`config.mk`:
```
export PLATFORM = sky130hd
export DESIGN_NAME = ram_burst_reader
export DESIGN_NICKNAME = d
export VERILOG_FILES = /design/src/rtl/ram_burst_reader.sv
export SDC_FILE = /design/constraint.sdc
export NUM_CORES = 1
export LEC_CHECK = 0
export CORE_ASPECT_RATIO = 0.75
export CORE_MARGIN = 2
export CORE_UTILIZATION = 40
export CTS_CLUSTER_DIAMETER = 150
export CTS_CLUSTER_SIZE = 40
export DETAILED_ROUTE_END_ITERATION = 6
export PLACE_DENSITY_LB_ADDON = 0.12
export SYNTH_ARGS = -nofsm -noshare
export SYNTH_HDL_FRONTEND = slang
export SYNTH_SLANG_ARGS = --single-unit
```
`constraint.sdc`:
```
create_clock -name clk -period 11.5 [get_ports clk]
set_input_delay 1.15 -clock clk [delete_from_list [all_inputs] [get_ports clk]]
set_output_delay 1.15 -clock clk [all_outputs]
set_load 0.01 [all_outputs]
```
`src/rtl/ram_burst_reader.sv`:
```
// Streams a burst of consecutive RAM words over a valid/ready interface.
// It hides the one-cycle RAM read latency and downstream stalls behind a 2-entry buffer.
module ram_burst_reader #(
  parameter int WIDTH     = 64,
  parameter int ADDR_BITS = 11,
  parameter int LEN_BITS  = 12
) (
  input  logic                 clk,
  input  logic                 rst,
  input  logic                 start,
  input  logic [ADDR_BITS-1:0] base_addr,
  input  logic [LEN_BITS-1:0]  len,
  output logic                 busy,
  output logic                 done,
  output logic [ADDR_BITS-1:0] r_addr,
  input  logic [WIDTH-1:0]     r_data,
  output logic                 out_valid,
  input  logic                 out_ready,
  output logic [WIDTH-1:0]     out_data,
  output logic                 out_last
);

  typedef enum logic [1:0] {
    S_IDLE  = 2'd0,
    S_READ  = 2'd1,
    S_DRAIN = 2'd2,
    S_DONE  = 2'd3
  } state_t;

  localparam logic [ADDR_BITS-1:0] ONE_A = {{(ADDR_BITS-1){1'b0}}, 1'b1};
  localparam logic [LEN_BITS-1:0]  ONE_L = {{(LEN_BITS-1){1'b0}}, 1'b1};

  state_t               state, state_next;
  logic [ADDR_BITS-1:0] r_addr_next;
  logic [LEN_BITS-1:0]  len_r, len_next;
  logic [LEN_BITS-1:0]  issued, issued_next;
  logic                 inflight, inflight_last;
  logic                 issue, issue_last, pop, room;
  logic [1:0]           occ;
  logic [WIDTH-1:0]     data0, data1;
  logic                 last0, last1;

  assign pop       = (occ != 2'd0) & out_ready;
  assign out_valid = (occ != 2'd0);
  assign out_data  = data0;
  assign out_last  = out_valid & last0;
  assign busy      = (state == S_READ) | (state == S_DRAIN);
  assign done      = (state == S_DONE);

  // Buffered words plus the word in flight, minus the one leaving now, must stay below 2.
  assign room = ({1'b0, occ} + {2'b00, inflight}) < (3'd2 + {2'b00, pop});

  // Next-state, address and issue decision
  always_comb begin
    state_next  = state;
    r_addr_next = r_addr;
    len_next    = len_r;
    issued_next = issued;
    issue       = 1'b0;
    issue_last  = 1'b0;
    case (state)
      S_IDLE: begin
        if (start) begin
          r_addr_next = base_addr;
          len_next    = len;
          issued_next = '0;
          state_next  = (len == '0) ? S_DONE : S_READ;
        end else begin
          state_next = S_IDLE;
        end
      end
      S_READ: begin
        if (room) begin
          issue       = 1'b1;
          issued_next = issued + ONE_L;
          if ((issued + ONE_L) == len_r) begin
            issue_last = 1'b1;
            state_next = S_DRAIN;
          end else begin
            r_addr_next = r_addr + ONE_A;
          end
        end else begin
          state_next = S_READ;
        end
      end
      S_DRAIN: begin
        if (pop && last0) begin
          state_next = S_DONE;
        end else begin
          state_next = S_DRAIN;
        end
      end
      S_DONE:  state_next = S_IDLE;
      default: state_next = S_IDLE;
    endcase
  end

  // Control registers
  always_ff @(posedge clk or posedge rst) begin
    if (rst) begin
      state         <= S_IDLE;
      r_addr        <= '0;
      len_r         <= '0;
      issued        <= '0;
      inflight      <= 1'b0;
      inflight_last <= 1'b0;
    end else begin
      state         <= state_next;
      r_addr        <= r_addr_next;
      len_r         <= len_next;
      issued        <= issued_next;
      inflight      <= issue;
      inflight_last <= issue_last;
    end
  end

  // Two-entry buffer, head in data0; captures the word read at the previous edge
  always_ff @(posedge clk or posedge rst) begin
    if (rst) begin
      occ   <= 2'd0;
      data0 <= '0;
      data1 <= '0;
      last0 <= 1'b0;
      last1 <= 1'b0;
    end else begin
      case ({inflight, pop})
        2'b11: begin
          if (occ == 2'd1) begin
            data0 <= r_data;
            last0 <= inflight_last;
          end else begin
            data0 <= data1;
            last0 <= last1;
            data1 <= r_data;
            last1 <= inflight_last;
          end
        end
        2'b01: begin
          data0 <= data1;
          last0 <= last1;
          occ   <= occ - 2'd1;
        end
        2'b10: begin
          if (occ == 2'd0) begin
            data0 <= r_data;
            last0 <= inflight_last;
          end else begin
            data1 <= r_data;
            last1 <= inflight_last;
          end
          occ <= occ + 2'd1;
        end
        default: occ <= occ;
      endcase
    end
  end

endmodule

```
==> results.md <==
* Worst hold path cell count at 2
* Worst skew pair latency at around 430 ps
* Reg2Reg Depth at 8
* Buf/Inv on CP at 2
* Gr ovfl total at 0
* Drt wl/cell at roughly 18 um
* Post-Syn Instances at 726
* Flops & latches, synth at about 170
* Syn avg cell area at around 11 sq um
* Hold_buf cts at 0
* Post-synth cell types at 63
* Global-route wire length before repair at about 33,000 um
* Vias in the first global route at 6,224
* Period utilization at approximately 33%
* CP Max Fanout at 37
* Critical path required time at 11,830 ps
* Clock transition at the registers of the reported paths at 70 ps
* Worst slew margin at between 20% and 30%
* Max frequency at around 260 MHz
* Gr usage total at between 15 and 20%
* RSZ-0062 raised after global routing: false
* Final min period at 3800 ps
* Total number of vias at roughly 6,200
* Ports at 170
* Final number of setup-violating endpoints at 0
* Post-synth ARST share at 100%
* Effective utilization at floorplan at 41.1%
* Setup CP Type: input pin to flop
* Seq/Total Area, Yosys at roughly 53%
* Setup Slack @ Placement at roughly 7300 ps
* Post-CTS Setup Bufs at 0
* Final Hold Vio Count at 0
* Slew Viols, Final at 0
* Delay-heaviest family, CP: buffers and inverters
* CP peak stage delay at 690 ps
* Initial antenna violation count at 0
* Worst setup SP type: input pin
* Rows at between 40 and 50
* Worst Skew at ~16 ps
* GP Congestion at around 0.8
* Share of layout cells above drive strength 1 at between 15 and 20%
* R2r setup slk at between 8000 and 9000 ps
* Setup_tns at 0 ps
* Cell depth of the worst setup path at 7
* Number of antenna diodes at 0
* Max-cap violation count at 0
* Worst hold path class: flop to flop
* CTS tree: built
* Routed wire length at about 21,000 um
* Status: complete, but fails checks
* Mapped Nets at 831
* Post-route setup slack at 7700 ps
* Cell Chain, Critical Path: clkdlybuf4s50_1 > nor2b_1 > ha_1 > mux2_2 > buf_4 > a22oi_1 > o21ai_0
* Failing checks: DRC
* DR pass1 iterations at 7
* Post-route ant nets at 0
* Syn. warnings at 0
* # port buffers at roughly 170
* Drt drc at 13
* Worst-Margin Slew at around 1200 ps
* PostCTS Resize Cnt at 0
* Chip width at about 170 um
* CTS Buffer Depth at 2
* Syn Std Cell Area at about 8000 sq um
* Leak Pwr at between 4 and 5 nW
* Std-Cell Core Area at roughly 19,000 sq um
* Cts bufs inserted at 17
* Synth-to-Final Area Change at 31.2%
* CTS HTree Levels at 4
* Largest net degree at the start of global routing at 131
* Final Net Count at 976
* DIE AREA at around 21,000 sq um
* Clock root cell: clkbuf_16
* Peak VDD IR at between 0.1 and 0.15 mV
* Slowest CP cell: mux2_2
* Initial DRC count at 522
* Die Y at about 130 um
* Top_reg_cell synth: dfrtp_1
* Crit. End Element: flop
* Critical Path AT at just over 4000 ps
* HPWL Detailed at 13,900 um
* Number of flops mapped to enable cells by yosys at 0
* Pwr per Cell Area at a little under 300 nW/um^2
* Via-to-Cell Ratio at 5.43
* Clk sinks at around 170
-- worst paths after layout --
path,startpoint,endpoint
setup / recovery,out_ready,out_data[2]$_DFFE_PP0P_
hold / removal,out_data[60]$_DFFE_PP0P_,out_data[60]$_DFFE_PP0P_
setup reg to reg,occ[0]$_DFFE_PP0N_,out_data[2]$_DFFE_PP0P_
hold reg to reg,out_data[60]$_DFFE_PP0P_,out_data[60]$_DFFE_PP0P_
max in group asynchronous,rst,last0$_DFFE_PP0P_
min in group asynchronous,rst,data1[18]$_DFFE_PP0P_
-- sequential cells by signal (all words and copies together), names as in the netlist --
name,cells
inflight_last,1
occ,2
out_data,64
r_addr,11
inflight,1
last1,1
issued,12
state,2
data1,64
last0,1
len_r,12
-- cell type report --
cell class	count	area, sq um
Clock buffer	17	425
Clock inverter	15	176
Fill cell	1685	8980
Inverter	17	68.8
Multi-Input combinational cell	489	3500
Sequential cell	171	4280
Tap cell	253	317
Timing Repair Buffer	175	1740
-- tightest hold or removal path, delay by kind of cell, from the launching register on --
| kind | cells | cell delay (ps) |
|---|---|---|
| DFF | 1 | 340 |
| and+or+nand+nor | 1 | 40 |
| AOI/OAI and AO/OA | 1 | 60 |
-- routing by layer --
layer / share of wire [%] / up-vias / GRT usage, %
li1: - / 2951 / -
met1: 48 / 3046 / 28.5
met2: 44 / 166 / 29.5
met3: 7.0 / 16 / 5.99
met4: 0.95 / 0 / 5.32
met5: 0 / - / 0
-- Yosys cell counts (2+ instances only) --
cell type	number	area [sq um]
nand2_1	87	327
a211o_1	2	17.5
nor3_2	2	20.0
nor3_1	7	35.0
nor2b_1	5	31.3
a21oi_1	12	60.1
a22oi_1	64	480
buf_1	3	11.3
a221oi_1	2	17.5
clkbuf_1	40	150
o41ai_1	4	35.0
clkinv_1	2	7.51
or3_1	5	31.3
mux2i_1	5	50.1
a31oi_1	6	37.5
nor4_1	6	37.5
xnor2_1	9	78.8
buf_2	5	25.0
a2bb2oi_1	2	17.5
inv_1	15	56.3
ha_1	14	175
nand3_1	10	50.1
a21o_1	2	15.0
dfrtp_1	171	4280
nand4_1	4	25.0
a311oi_1	2	17.5
o22ai_1	6	37.5
o21ai_0	82	410
o211ai_1	2	15.0
o31ai_1	8	60.1
nor2_1	16	60.1
and3_1	6	37.5
or4_1	2	15.0
a211oi_1	6	45.0
o311a_1	2	20.0
mux2_2	78	878
xor2_1	6	52.6
-- cells by family after synthesis --
family          count (synthesis)  synth area share (%)
mux                            83                  11.6
compound gates                213                  17.5
fa+ha+maj                      14                  2.19
simple gates                  164                  10.4
xor+xnor                       15                  1.64
buf+inv                        66                  3.22
flops                         171                  53.5
-- layout by cell type (no fill, tap or decap), types with 7 or more instances in the layout --
| cell | count |
|---|---|
| a21oi_1 | 9 |
| a22oi_1 | 64 |
| clkbuf_16 | 17 |
| clkdlybuf4s50_1 | 169 |
| dfrtp_1 | 171 |
| ha_1 | 14 |
| inv_1 | 14 |
| mux2_2 | 78 |
| nand2_1 | 87 |
| nand3_1 | 10 |
| nor2_1 | 16 |
| nor3_1 | 7 |
| o21ai_0 | 82 |
| o31ai_1 | 8 |
| xnor2_1 | 9 |
-- metrics by stage --
stage	hold slack, ps	cell area, sq um	power [mW]	instances	util (%)
finish	479	10500	3.04	1137	53.9
global route	509	10500	3.26	1137	53.9
CTS	484	10500	3.07	1137	53.9
detailed placement	469	9900	2.46	1105	50.8
global placement	463	9900	2.41	1105	50.8
floorplan	464	8000	1.92	726	-
-- where the power goes --
part | internal, mW | switching [mW]
registers | 0.877 | 0.185
clock network | 0.329 | 0.268
logic | 0.670 | 0.715
No activity file was read; power rests on OpenSTA's default activity.
